===== src/rtl/run_sequencer_pkg.sv =====
// run_sequencer_pkg -- constants shared between the run sequencer and the CPU
// control: sequencer state encoding, run outcome codes and the CPU state
// values (idle = 0, exec = 1).
package run_sequencer_pkg;

    typedef enum logic [2:0] {
        S_IDLE      = 3'd0,
        S_LAUNCH    = 3'd1,
        S_WAIT_EXEC = 3'd2,
        S_RUN       = 3'd3,
        S_DRAIN     = 3'd4,
        S_DONE      = 3'd5
    } run_state_t;

    localparam logic [1:0] STAT_HALTED      = 2'b00;
    localparam logic [1:0] STAT_ABORTED     = 2'b01;
    localparam logic [1:0] STAT_TIMEOUT     = 2'b10;
    localparam logic [1:0] STAT_LAUNCH_FAIL = 2'b11;

    localparam logic CPU_IDLE = 1'b0;
    localparam logic CPU_EXEC = 1'b1;

    localparam logic [31:0] CNT_MAX = 32'hFFFF_FFFF;

endpackage


===== src/rtl/run_cycle_counter.sv =====
// run_cycle_counter -- saturating 32-bit exec-cycle counter.
// Ports:
//   clock, reset   rising-edge clock, synchronous active-low reset
//   i_clear        zero the count (wins over i_inc)
//   i_inc          count one exec cycle (saturates at 32'hFFFFFFFF)
//   i_limit        limit compared against the post-increment value
//   o_count        current count
//   o_reach        the increment taken this cycle reaches (or passes) i_limit
module run_cycle_counter
    import run_sequencer_pkg::*;
(
    input  logic        clock,
    input  logic        reset,
    input  logic        i_clear,
    input  logic        i_inc,
    input  logic [31:0] i_limit,
    output logic [31:0] o_count,
    output logic        o_reach
);

    logic [31:0] r_count;
    logic [31:0] w_next;

    assign w_next  = (r_count == CNT_MAX) ? r_count : r_count + 32'd1;
    // Looking at the post-increment value lets the sequencer leave RUN on the
    // same edge the count lands on the limit.
    assign o_reach = (w_next >= i_limit);
    assign o_count = r_count;

    always_ff @(posedge clock) begin
        if (!reset)       r_count <= 32'd0;
        else if (i_clear) r_count <= 32'd0;
        else if (i_inc)   r_count <= w_next;
    end

endmodule


===== src/rtl/run_sequencer.sv =====
// run_sequencer -- launches a CPU run, supervises it and reports the outcome.
// Parameters:
//   TIMEOUT_CYCLES  max counted exec cycles before a forced stop
//   LAUNCH_WAIT     max WAIT_EXEC cycles for the CPU to enter exec
// Ports:
//   clock, reset    rising-edge clock, synchronous active-low reset
//   go              run request (sampled in IDLE only)
//   stop            abort request (honoured in WAIT_EXEC and RUN only)
//   cpu_state       CPU control state, 0 = idle, 1 = exec
//   step            (RUN_SEQ_STEP_EN only) single exec-cycle run request
//   start           one-cycle start strobe to the CPU (LAUNCH)
//   enable          run enable to the CPU (LAUNCH, WAIT_EXEC, RUN)
//   busy            high in every state but IDLE
//   done            one-cycle completion pulse
//   status          00 halted, 01 aborted, 10 timeout, 11 launch_fail
//   cycle_count     exec cycles counted in the last or current run
// Build option: define RUN_SEQ_STEP_EN to add the step input.
module run_sequencer
    import run_sequencer_pkg::*;
#(
    parameter logic [31:0] TIMEOUT_CYCLES = 32'd1000000,
    parameter int          LAUNCH_WAIT    = 8
) (
    input  logic        clock,
    input  logic        reset,
    input  logic        go,
    input  logic        stop,
    input  logic        cpu_state,
`ifdef RUN_SEQ_STEP_EN
    input  logic        step,
`endif
    output logic        start,
    output logic        enable,
    output logic        busy,
    output logic        done,
    output logic [1:0]  status,
    output logic [31:0] cycle_count
);

    localparam logic [31:0] LW = 32'(LAUNCH_WAIT);

    run_state_t  r_state, w_state_nxt;
    logic [1:0]  r_status, w_status_nxt;
    logic [31:0] r_wait;
    logic        w_clear, w_inc, w_reach;
    logic        w_start, w_enable, w_busy, w_done;
    logic        w_step_mode;   // current run is a single-step run
    logic [31:0] w_limit;
    logic [1:0]  w_limit_status;

`ifdef RUN_SEQ_STEP_EN
    logic r_step;

    always_ff @(posedge clock) begin
        if (!reset)                       r_step <= 1'b0;
        else if (r_state == S_IDLE && (go || step))
            r_step <= step && !go;        // a plain go takes precedence
    end

    assign w_step_mode = r_step;
`else
    assign w_step_mode = 1'b0;
`endif

    // A step run has a one-cycle budget and ending on it is a normal halt.
    assign w_limit        = w_step_mode ? 32'd1 : TIMEOUT_CYCLES;
    assign w_limit_status = w_step_mode ? STAT_HALTED : STAT_TIMEOUT;

    run_cycle_counter u_cnt (
        .clock   (clock),
        .reset   (reset),
        .i_clear (w_clear),
        .i_inc   (w_inc),
        .i_limit (w_limit),
        .o_count (cycle_count),
        .o_reach (w_reach)
    );

    always_comb begin
        w_state_nxt  = r_state;
        w_status_nxt = r_status;
        w_clear      = 1'b0;
        w_inc        = 1'b0;
        w_start      = 1'b0;
        w_enable     = 1'b0;
        w_busy       = 1'b1;
        w_done       = 1'b0;
        case (r_state)
            S_IDLE: begin
                w_busy = 1'b0;
`ifdef RUN_SEQ_STEP_EN
                if (go || step) begin
`else
                if (go) begin
`endif
                    w_clear      = 1'b1;
                    w_status_nxt = STAT_HALTED;
                    w_state_nxt  = S_LAUNCH;
                end
            end
            S_LAUNCH: begin
                w_start     = 1'b1;
                w_enable    = 1'b1;
                w_state_nxt = S_WAIT_EXEC;
            end
            S_WAIT_EXEC: begin
                w_enable = 1'b1;
                // The cycle the CPU is first seen in exec is an exec cycle.
                w_inc    = (cpu_state == CPU_EXEC);
                if (stop) begin
                    w_status_nxt = STAT_ABORTED;
                    w_state_nxt  = S_DRAIN;
                end else if (cpu_state == CPU_EXEC) begin
                    if (w_reach) begin
                        w_status_nxt = w_limit_status;
                        w_state_nxt  = S_DRAIN;
                    end else begin
                        w_state_nxt  = S_RUN;
                    end
                end else if (r_wait + 32'd1 >= LW) begin
                    w_status_nxt = STAT_LAUNCH_FAIL;
                    w_state_nxt  = S_DONE;
                end
            end
            S_RUN: begin
                w_enable = 1'b1;
                // Priority: halt > stop > timeout.
                if (cpu_state == CPU_IDLE) begin
                    w_status_nxt = STAT_HALTED;
                    w_state_nxt  = S_DONE;
                end else begin
                    w_inc = 1'b1;
                    if (stop) begin
                        w_status_nxt = STAT_ABORTED;
                        w_state_nxt  = S_DRAIN;
                    end else if (w_reach) begin
                        w_status_nxt = w_limit_status;
                        w_state_nxt  = S_DRAIN;
                    end
                end
            end
            S_DRAIN: begin
                if (cpu_state == CPU_IDLE) w_state_nxt = S_DONE;
            end
            S_DONE: begin
                w_done      = 1'b1;
                w_state_nxt = S_IDLE;
            end
            default: w_state_nxt = S_IDLE;
        endcase
    end

    always_ff @(posedge clock) begin
        if (!reset) begin
            r_state  <= S_IDLE;
            r_status <= STAT_HALTED;
            r_wait   <= 32'd0;
        end else begin
            r_state  <= w_state_nxt;
            r_status <= w_status_nxt;
            r_wait   <= (r_state == S_WAIT_EXEC) ? r_wait + 32'd1 : 32'd0;
        end
    end

    // Strobes are gated by reset so the CPU sees enable drop in the very
    // cycle reset is asserted, not one edge later.
    assign start  = reset & w_start;
    assign enable = reset & w_enable;
    assign busy   = reset & w_busy;
    assign done   = reset & w_done;
    assign status = r_status;

endmodule


===== config.mk =====
export PLATFORM = sky130hd
export DESIGN_NAME = run_sequencer
export DESIGN_NICKNAME = d
export VERILOG_FILES = /design/src/rtl/run_sequencer_pkg.sv /design/src/rtl/run_cycle_counter.sv /design/src/rtl/run_sequencer.sv
export SDC_FILE = /design/constraint.sdc
export NUM_CORES = 1
export LEC_CHECK = 0
export CAP_MARGIN = 20
export CORE_MARGIN = 5
export CORE_UTILIZATION = 40
export DETAILED_ROUTE_END_ITERATION = 6
export DONT_BUFFER_PORTS = 1
export PLACE_DENSITY_LB_ADDON = 0.3
export SETUP_SLACK_MARGIN = 0.02
export SLEW_MARGIN = 20
export SYNTH_ARGS = -nofsm -noshare
export SYNTH_HDL_FRONTEND = slang
export SYNTH_SLANG_ARGS = --single-unit

===== constraint.sdc =====
create_clock -name clock -period 5.7 [get_ports clock]
set_input_delay 1.71 -clock clock [delete_from_list [all_inputs] [get_ports clock]]
set_output_delay 1.71 -clock clock [all_outputs]
set_load 0.1 [all_outputs]

# --- Word-level counts from Yosys, hierarchy flattened ---
# Index checks and enable logic that the tools add are counted.
op_classes:
  n_addsub: 2
  mul: 0
  div_mod_pow: 0
  n_lt_le_gt_ge: 2
  eq_ne: 10
  shifts: 0
  mux: 27
  n_bitwise: 5
  reduce_logical: 7
op_table:
  columns: ["operator", "count"]
  rows:
  - ["$add A32 B1 Y32 const B", 2]
  - ["$eq A32 B32 Y1 const B", 1]
  - ["$ge A32 B20 Y1 const B", 1]
  - ["$ge A32 B4 Y1 const B", 1]
  - ["$mux W32", 1]
  - ["$mux W3", 9]
  - ["$pmux W3 S5", 1]
  - ["$mux W2", 7]
  - ["$mux W1", 7]
  - ["$eq A3 B2 Y1 const B", 2]
  - ["$eq A3 B3 Y1 const B", 2]
  - ["$pmux W2 S3", 1]
  - ["$and A1 B1 Y1", 4]
  - ["$ne A2 B2 Y1 const B", 2]
  - ["$ne A4 B3 Y1 const B", 1]
  - ["$ne A4 B4 Y1 const B", 1]
  - ["$reduce_and A4 Y1", 1]
  - ["$eq A3 B1 Y1 const B", 1]
  - ["$logic_not A3 Y1", 1]
  - ["$reduce_and A3 Y1", 1]
  - ["$reduce_bool A3 Y1", 1]
  - ["$reduce_or A3 Y1", 1]
  - ["$pmux W1 S2", 1]
  - ["$reduce_and A2 Y1", 1]
  - ["other kinds (2)", 2]
word_totals:
  ff_bits: 69
  latch_bits: 0
  ram_bits: 0
  rom_bits: 0
  input_bits: 5
  output_inout_bits: 38
  mem_count: 0

# --- Logic depth before layout (Yosys ltp) ---
# Gate-level depths: netlist of the first run.
depth:
  ltp_word: 7
  ltp_mapped: 11
  ltp_nobuf: 10

# --- Cells and area by module ---
# A second synthesis of the first run with hierarchy kept.
hier_totals:
  cells_unflattened: 687
  hier_area_um2: 5275.1
modules_own_cells:
  columns: ["module", "instances", "cells_each", "area_per_inst_um2"]
  rows:
  - ["run_cycle_counter", 1, 402, 2997.9]
  - ["run_sequencer", 1, 285, 2277.2]

# --- Worst setup path before layout of the first run ---
# OpenSTA, ideal clock, no wires.
synth_path:
  path_kind: "input to output"
  start: "input port reset"
  end: "output port start"
  arrival_time_ns: 5.167
  required_time_ns: 3.990
  path_slack_ns: -1.177
  cell_stages: 2
  path_buffers: 1
  path_cell_list: "clkbuf_1 -> nor4b_1"
synth_via:
  elab_chain_cells: 1
synth_rtl:
  columns: ["item", "line", "text"]
  rows:
  - ["start, declared", "run_sequencer.sv:25", "input logic reset,"]
  - ["$and A1 B1 Y1", "run_sequencer.sv:167", "assign start = reset & w_start;"]
  - ["end, declared", "run_sequencer.sv:32", "output logic start,"]
# No other way between the ends.

# --- Worst setup path in the final report of the first run ---
layout_path:
  start: "input port reset"
  end: "output port done"
layout_via:
  elab_chain_cells: 1
layout_rtl:
  columns: ["item", "line", "text"]
  rows:
  - ["$and A1 B1 Y1", "run_sequencer.sv:170", "assign done = reset & w_done;"]
  - ["end, declared", "run_sequencer.sv:35", "output logic done,"]
# No other way between the ends.

==> results of run 1 <==
==> power by group <==
part / internal (uW) / switching (uW)
logic: 26.6 / 80.8
registers: 488 / 24.8
clock network: 238 / 190
==> final timing paths <==
check          endpoint               from  slack, ns
min           r_wait[0]          r_wait[0]       0.47
max                done              reset       1.42
max reg2reg  r_state[0]  u_cnt.o_count[29]       1.64
min reg2reg   r_wait[0]          r_wait[0]       0.47
==> synthesized netlist by cell type, types with 4 or more instances <==
cell type and n:
mux2i_1 8, buf_2 12, or2_2 4, and3_1 10, nand2_1 40, o21ai_0 11
clkbuf_1 19, nand4_1 23, xnor2_1 29, and2_1 5, nor4_1 14, a31oi_1 6
or3_1 5, a21oi_1 12, a211oi_1 4, xor2_1 38, nor3_1 24, nand3_1 39
dfxtp_1 69, inv_1 7, and4_1 7, nor2_1 77
==> per-stage QoR <==
stage / instance area (um2) / utilization [%]
2_1_floorplan: 4230 / -
3_3_place_gp: 4450 / 43.1
3_5_place_dp: 4450 / 43.1
4_1_cts: 4660 / 45.2
5_1_grt: 4670 / 45.2
6_report: 4670 / 45.2
==> registers in the layout, indices dropped and copies added (netlist names) <==
| name | flops |
|---|---|
| r_state | 3 |
| r_wait | 32 |
| status | 2 |
| u_cnt.o_count | 32 |
==> cell families (layout without fill, tap and decap cells) <==
group / Yosys count / count (layout) / synth area share [%]
adders and majority gates: 2 / 2 / 0.594
DFF: 69 / 69 / 32.8
AOI/OAI and AO/OA: 71 / 71 / 12.2
muxes: 9 / 9 / 2.17
and+or+nand+nor: 271 / 271 / 33.8
xor gates and xnor gates: 67 / 67 / 13.9
buffers and inverters: 44 / 49 / 4.54
==> layout make-up <==
cell class	count	area, um2
clock inverters	3	42.5
repair buffers	26	195
flip-flops and latches	69	1380
clock buffers	13	169
well taps	136	170
inverters	7	26.3
fillers	1019	5660
multi-input cells	420	2680
==> layer usage <==
metal  track usage [%]  vias up  routed length (um)
met5                 0        -                   0
met4              5.85        0                 116
met3              4.58        8                 645
met2              25.4      103                4590
met1              23.0     1854                4980
li1                  -     1910                   -
==> key figures, run 1 <==
STA
  – TNS Setup: 0 ns
  – Final Hold Violating Endpoints: 0
  – RSZ-0062 raised after global routing: false
  – Max Slew Vio Count: 0
  – Period Utilization, post-route: about three quarters
  – Relative slew slack: roughly 22%
  – Worst setup slack after layout: ~1.4 ns
  – F_max: ~0.23 GHz
  – Hold_ws: 0.469 ns
  – Tmin final: ~4.3 ns
  – Worst slew pin tran: 1.17 ns
  – Setup Viol. Count Final: 0
  – Clock Skew: 0.0106 ns

Critical path
  – WP data arrival: around 2.6 ns
  – Crit-path cells: nand2_1 -> nor3_4
  – Critical Path Slowest Stage Cell: nor3_4
  – Crit path depth: 2
  – Critical path class: in2out
  – R2R depth: 9
  – Required time of the critical path: 3.99 ns
  – Startpoint Class: primary input
  – Worst path bufs/invs: 0
  – CP delay by family, top: simple AND/OR/NAND/NOR gates
  – CP Max Fanout: 12
  – CP endpoint kind: output pin
  – CP peak stage delay: about 0.79 ns

Power and ir drop
  – Peak VDD IR: 0.134 mV
  – Power density over cell area: about 220 nW/um2
  – LEAKAGE: approximately 0.0016 uW
  – Power Total: ~1000 uW

Global routing
  – Vias in the first global route: between 3000 and 4000
  – Grt ovf: 0
  – Largest net degree at the start of global routing: 33
  – GRT Total Usage: 16.8%
  – Initial antenna violation count: 0
  – Global-route wire length before repair: between 15 and 20 mm

Layout
  – NumNets Final: 540
  – Finished Layout Cells: 674
  – Commonest cells after routing, fill and taps aside: nor2_1 (77), dfxtp_1 (68), nand2_1 (39), nand3_1 (39), xor2_1 (38)
  – Most common cell after layout, fill and taps aside: nor2_1
  – Share of cells above drive strength 1: approximately an eighth
  – Area growth, synth to finish: 10.7%
  – ANT cells: 0

Route
  – Routed WL: ~10 mm
  – Drt wl/cell: around 15 um
  – Post-route antenna net violation count: 0
  – Vias per cell: 5.75
  – Initial DRC Count: roughly 190
  – DRC violations left: 0
  – DRT Pass-1 Iters: 4
  – Total number of vias: between 3000 and 4000

Floorplanning
  – Die width: 113 um
  – Starting Density: between 40% and 50%
  – Die area: 12700 um2
  – Core area: roughly 10000 um2
  – Die H: approximately 110 um
  – # rows: 37
  – Ports: 43

Synth
  – Seq/Total Area, Yosys: 32.8%
  – Synth top area share: 32.8%
  – Main flop type after synthesis: dfxtp_1
  – Yosys warnings: 0
  – Syn Inst Count: 533
  – Number of synthesized flops with an enable pin: 0
  – Post-synthesis net count: 540
  – Post-synthesis sequential element count: slightly below 70
  – Synthesized cell area: 4220 um2
  – Syn Area/Cell: between 7 and 8 um2
  – Top cells by area, synth: dfxtp_1 (33%), xor2_1 (7.9%), nor2_1 (6.9%)
  – Cell taking the most area after synthesis: dfxtp_1
  – Asr flop ratio synth: 0%
  – Post-synth cell types: 65

Place
  – IO Port Bufs: 0
  – Dpl hpwl: around 7.4 mm
  – Placed cell count: 658
  – Placer Congestion: ~0.88
  – Pre-CTS setup slack: 1.41 ns

Clock network
  – CTS hold repair buffers: 0
  – Setup Fix Bufs, Post-CTS: 0
  – Sink Count: around 70
  – H-tree levels: 3
  – CTS buffer count: 9
  – CTS tree: built
  – PostCTS Resize Cnt: 0
  – Clk Latency, worst-skew pair: ~0.34 ns
  – Clock-pin slew on the worst setup and hold paths: roughly 0.080 ns
  – Root Buffer: clkbuf_8
  – CTS Buffer Depth: 2

Min path
  – Worst Hold Class: reg2reg
  – Hold path cells: 1

Job
  – Max-Cap Viols: 0

Status
  – Outcome: complete, no violations
Note: power is estimated with default switching activity, not from simulation.
==> run 2: changes to the inputs <==
==> constraint.sdc (replaced) <==
create_clock -name clock -period 4.4 [get_ports clock]
set_input_delay 1.32 -clock clock [delete_from_list [all_inputs] [get_ports clock]]
set_output_delay 1.32 -clock clock [all_outputs]
set_load 0.1 [all_outputs]
==> key figures, run 2 (synthesized netlist as in run 1, its figures left out) <==
Critical path
  – CP Max Fanout: 8 (-4)
  – WP data arrival: 3.83 ns (+1.26 ns)
  – R2r setup slk: 0.81 ns (-0.83 ns)
  – CP endpoint kind: flip-flop
  – Required time of the critical path: 4.64 ns (+0.65 ns)
  – R2R depth: 10 (+1)
  – Critical Path Source: u_cnt.o_count[16]
  – Worst reg2reg startpoint: u_cnt.o_count[16]
  – Startpoint Class: flip-flop
  – Worst R2R End: r_state[2]
  – Critical path class: reg2reg

Floorplanning
  – # rows: 37 (unchanged)
  – Core area: 10300 um2 (unchanged)
  – Die width: 113 um (unchanged)
  – Die area: 12700 um2 (unchanged)
  – Starting Density: 40.8% (unchanged)
  – Die H: 113 um (unchanged)
  – Ports: 43 (unchanged)

STA
  – F_max: 0.279 GHz
  – Period Utilization, post-route: between 80% and 90%
  – RSZ-0062 raised after global routing: false
  – TNS Setup: 0 ns (unchanged)
  – Relative slew slack: 34.3% (+12 points)
  – Max Slew Vio Count: 0 (unchanged)
  – Clock Skew: 0.00870 ns (-0.00186 ns)
  – Tmin final: 3.59 ns
  – Final Hold Violating Endpoints: 0 (unchanged)
  – Setup Viol. Count Final: 0 (unchanged)
  – Worst slew pin tran: 0.984 ns (-0.185 ns)

Power and ir drop
  – LEAKAGE: 0.00166 uW (+5.0%)
  – Peak VDD IR: 0.229 mV (+70%)
  – Power Total: 1450 uW (+38%)
  – Power density over cell area: 302 nW/um2 (+35%)

Global routing
  – Vias in the first global route: 3652 (-0.38%)
  – Global-route wire length before repair: 18.0 mm (-0.12%)
  – Largest net degree at the start of global routing: 33 (unchanged)
  – Grt ovf: 0 (unchanged)
  – GRT Total Usage: 17.1% (+0.30 points)
  – Initial antenna violation count: 0 (unchanged)

Layout
  – ANT cells: 0 (unchanged)
  – Design area: 4790 um2 (+2.5%)
  – NumNets Final: 552 (+2.2%)
  – Share of cells above drive strength 1: 13.6% (+1.6 points)
  – Area growth, synth to finish: 13.5%
  – Most common cell after layout, fill and taps aside: nor2_1
  – Commonest cells after routing, fill and taps aside: nor2_1 (77), dfxtp_1 (69), nand2_1 (39), nand3_1 (39)

Clock network
  – PostCTS Resize Cnt: 0 (unchanged)
  – CTS buffer count: 9 (unchanged)
  – Clk Latency, worst-skew pair: 0.36 ns (+0.02 ns)
  – CTS hold repair buffers: 0 (unchanged)
  – CTS tree: built
  – H-tree levels: 3 (unchanged)
  – Setup Fix Bufs, Post-CTS: 0 (unchanged)
  – CTS Buffer Depth: 2 (unchanged)
  – Clock-pin slew on the worst setup and hold paths: 0.08 ns (about the same)
  – Sink Count: 69 (unchanged)
  – Root Buffer: clkbuf_8

Min path
  – Hold path cells: 1 (unchanged)
  – HP Start: r_wait[0]
  – Hold endpoint: r_wait[0]
  – Worst Hold Class: reg2reg

Place
  – Placed Instance Area: 4540 um2 (+2.0%)
  – Dpl hpwl: 7.56 mm (+2.5%)
  – IO Port Bufs: 0 (unchanged)
  – Placer Congestion: 0.847 (-3.6%)

Status
  – Outcome: complete, no violations

Route
  – DRT Pass-1 Iters: 5 (+1)
  – Post-route antenna net violation count: 0 (unchanged)
  – Vias per cell: 5.71 (-0.71%)
  – Initial DRC Count: 292 (+57%)
  – Routed WL: 10.4 mm (+0.74%)
  – Total number of vias: 3916 (+1.1%)
  – Drt wl/cell: 15.2 um (-1.0%)
  – DRC violations left: 0 (unchanged)

Job
  – Max-Cap Viols: 0 (unchanged)
run 2: cell count changes in the layout (fill, tap and decap cells not counted):
cell,delta
clkinvlp_4,-1
clkbuf_8,-2
bufinv_16,+2
dfxtp_1,+1
buf_4,+12
dfxtp_2,-1
clkbuf_1,+1
run 2: through the flow:
| step | instances | utilization [%] | setup WS (ns) | hold slack [ns] |
|---|---|---|---|---|
| after floorplan | 533 | - | -0.242 | 0.426 |
| after global placement | 670 | 44.0 | 0.858 | 0.436 |
| after detailed placement | 670 | 44.0 | 0.837 | 0.449 |
| after CTS | 686 | 46.3 | 0.841 | 0.467 |
| after global routing | 686 | 46.4 | 0.699 | 0.514 |
| final | 686 | 46.4 | 0.812 | 0.459 |
run 2: routing by layer:
layer	part of all wire [%]	GRT usage (%)	wire length (um)
met1	47	22.6	4860
met2	45	25.8	4690
met3	6.8	5.77	703
met4	1.4	6.17	148
met5	0	0	0
run 2: area by class of cell:
type / instances / area, um2
clock buffers: 12 / 145
clock inverters: 4 / 95.1
fillers: 1028 / 5540
inverters: 7 / 26.3
multi-input cells: 420 / 2680
flip-flops and latches: 69 / 1380
well taps: 136 / 170
repair buffers: 38 / 285
run 2: power breakdown:
group / switching [uW] / leakage (uW) / total, uW / internal [uW]
Sequential: 25.4 / 0.000556 / 658 / 632
Clock: 242 / 0.000121 / 634 / 392
Combinational: 112 / 0.000981 / 155 / 42.5
run 2: worst max-delay path, stage by stage, from the launching register on:
cell,delay [ns]
dfxtp_1,0.33
buf_4,0.33
and4_1,0.41
nand4_2,0.17
or3_4,0.42
a2111oi_0,0.62
mux2i_1,0.29
nand4_1,0.15
or3_4,0.43
o21ai_0,0.20
a21boi_0,0.12
run 2: worst max path at each step:
stage | to | slack [ns] | cells past startpoint
floorplan | start | -0.24 | 2
global placement | r_state[0] | 0.86 | 10
detailed placement | r_state[2] | 0.84 | 10
CTS | r_state[2] | 0.84 | 10
global route | r_state[0] | 0.70 | 10
finish | r_state[2] | 0.81 | 10
==> patch (flow settings as in run 2) <==
The 6 states of `run_state_t` get a one-hot encoding in 6 bits.
--- a/src/rtl/run_sequencer_pkg.sv
+++ b/src/rtl/run_sequencer_pkg.sv
@@ -5,9 +5,9 @@
 
-    typedef enum logic [2:0] {
-        S_IDLE      = 3'd0,
-        S_LAUNCH    = 3'd1,
-        S_WAIT_EXEC = 3'd2,
-        S_RUN       = 3'd3,
-        S_DRAIN     = 3'd4,
-        S_DONE      = 3'd5
+    typedef enum logic [5:0] {
+        S_IDLE      = 6'b000001,
+        S_LAUNCH    = 6'b000010,
+        S_WAIT_EXEC = 6'b000100,
+        S_RUN       = 6'b001000,
+        S_DRAIN     = 6'b010000,
+        S_DONE      = 6'b100000
     } run_state_t;
Formal check against the unedited RTL: no difference found for any inputs over 10 cycles, from zero or initial values and one cycle with reset low; not proved beyond that.
==> patch against run 2 <==
  * Sequential cell count rose by 3
  * Core utilization is 0.52 points lower
  * Hold slack got worse by 0.0052 ns
  * Final area is 9.4% higher
  * Routed wire length grew 12%
  * Setup slack better by 0.15 ns
  * Synthesized area up 10%
  * Via count increased by 11%
  * First-iteration DRC count rose by 28%
  * Critical path type is now flop to output port
  * Largest cell class unchanged
  * Highest routed layer unchanged
Power is not compared: it rests on default switching activity, and its combinational part moved more than twofold at a synthesized area within 25%.
==> patch: results (changes against run 2) <==
* Worst Reg-to-Reg Cells at 8 (-2)
* Post-CTS sizing at 0 (unchanged)
* Hold Slack at 0.453 ns (-0.00524 ns)
* Setup WS pre-CTS at 1.14 ns (+0.303 ns)
* Critical-path maximum fanout at 7 (-1)
* Vias in the first global route at 4094 (+12%)
* DP Area at 4920 um^2 (+8.4%)
* Crit path from: r_state[0]
* Global-route wire length before repair at 20.0 mm (+11%)
* Status: completed
* Clock slew at reported path FFs at 0.05 ns (-0.03 ns)
* Hold crit path type: flop to flop
* Setup Skew at 0.00477 ns (-0.00393 ns)
* Synth top area cells: dfxtp_1, nor2_1, xnor2_1, xor2_1, nand2_1
* Root buffer cell: clkbuf_16
* Unique masters post-synth at 77 (+18%)
* Worst-skew pair later-pin latency at 0.34 ns (-0.02 ns)
* CP endpoint: enable
* CP max stage delay at 0.55 ns (-0.07 ns)
* Vias/cell at 5.77 (+1.1%)
* Hold Startpoint: r_wait[0]
* GP Congestion at 0.927 (+9.4%)
* Total number of vias at 4338 (+11%)
* Peak supply drop at 274 uV
* Delay-heaviest family, CP: compound AO/OA/AOI/OAI gates
* Slew @ Worst Pin at 1.06 ns (+0.0718 ns)
* Inserted Diodes at 0 (unchanged)
* IO buf count at 0 (unchanged)
* Cell count after synthesis at 598 (+12%)
* Async S/R FF share, synth at 0% (unchanged)
* DP Wirelength at 8.42 mm (+11%)
* Fmax at 0.291 GHz (+4.5%)
* Sequential fraction of the synthesis area at 31.0% (-1.8 points)
* Routed WL at 11.6 mm (+12%)
* RR Endpoint: r_state[4]
* Initial antenna violation count at 0 (unchanged)
* Met3 Routed Length at 841 um (+20%)
* Met1 wire length at 5.20 mm (+6.9%)
* WL met2 at 5.43 mm (+16%)
* Slowest CP cell: or4_1
* Fin nets at 612 (+11%)
* Initial DRC Count at 375 (+28%)
* Synth top cells by count: nor2_1, dfxtp_1, nand2_1
* Placed cell count at 737 (+10%)
* Reg2reg start: u_cnt.o_count[3]
* Highest Signal Layer: met4
* Top_reg_cell synth: dfxtp_1
* Gr usage total at 17.1% (+0.035 points)
* Ratio of cells with drive above 1 in the final layout at 12.5% (-1.2 points)
[patch: layout make-up]
type                            instances  area (um^2)
Tap cell                              143          179
Fill cell                            1154         6180
Clock buffer                           12          267
Clock inverter                          3         40.0
Multi-Input combinational cell        477         3000
Timing Repair Buffer                   36          270
Inverter                                9         33.8
Sequential cell                        72         1440
[patch: per-layer routing]
metal,track usage [%],up-vias
li1,-,2166
met1,21.2,2047
met2,26.9,110
met3,7.30,15
met4,5.38,0
met5,0,-
[patch: logic make-up after synthesis]
family | after synthesis | synth area share (%)
AO/OA/AOI/OAI | 77 | 12.5
XOR/XNOR | 70 | 13.2
adder cells (fa/ha/maj) | 2 | 0.538
buffers and inverters | 49 | 4.68
flip-flops | 72 | 31.0
multiplexers | 1 | 0.215
AND/OR/NAND/NOR | 327 | 37.9
[patch: where the power goes]
group	switching (mW)	total, mW	internal, mW
Clock	0.264	0.744	0.480
Combinational	0.0360	0.0474	0.0115
Sequential	0.00372	0.658	0.655
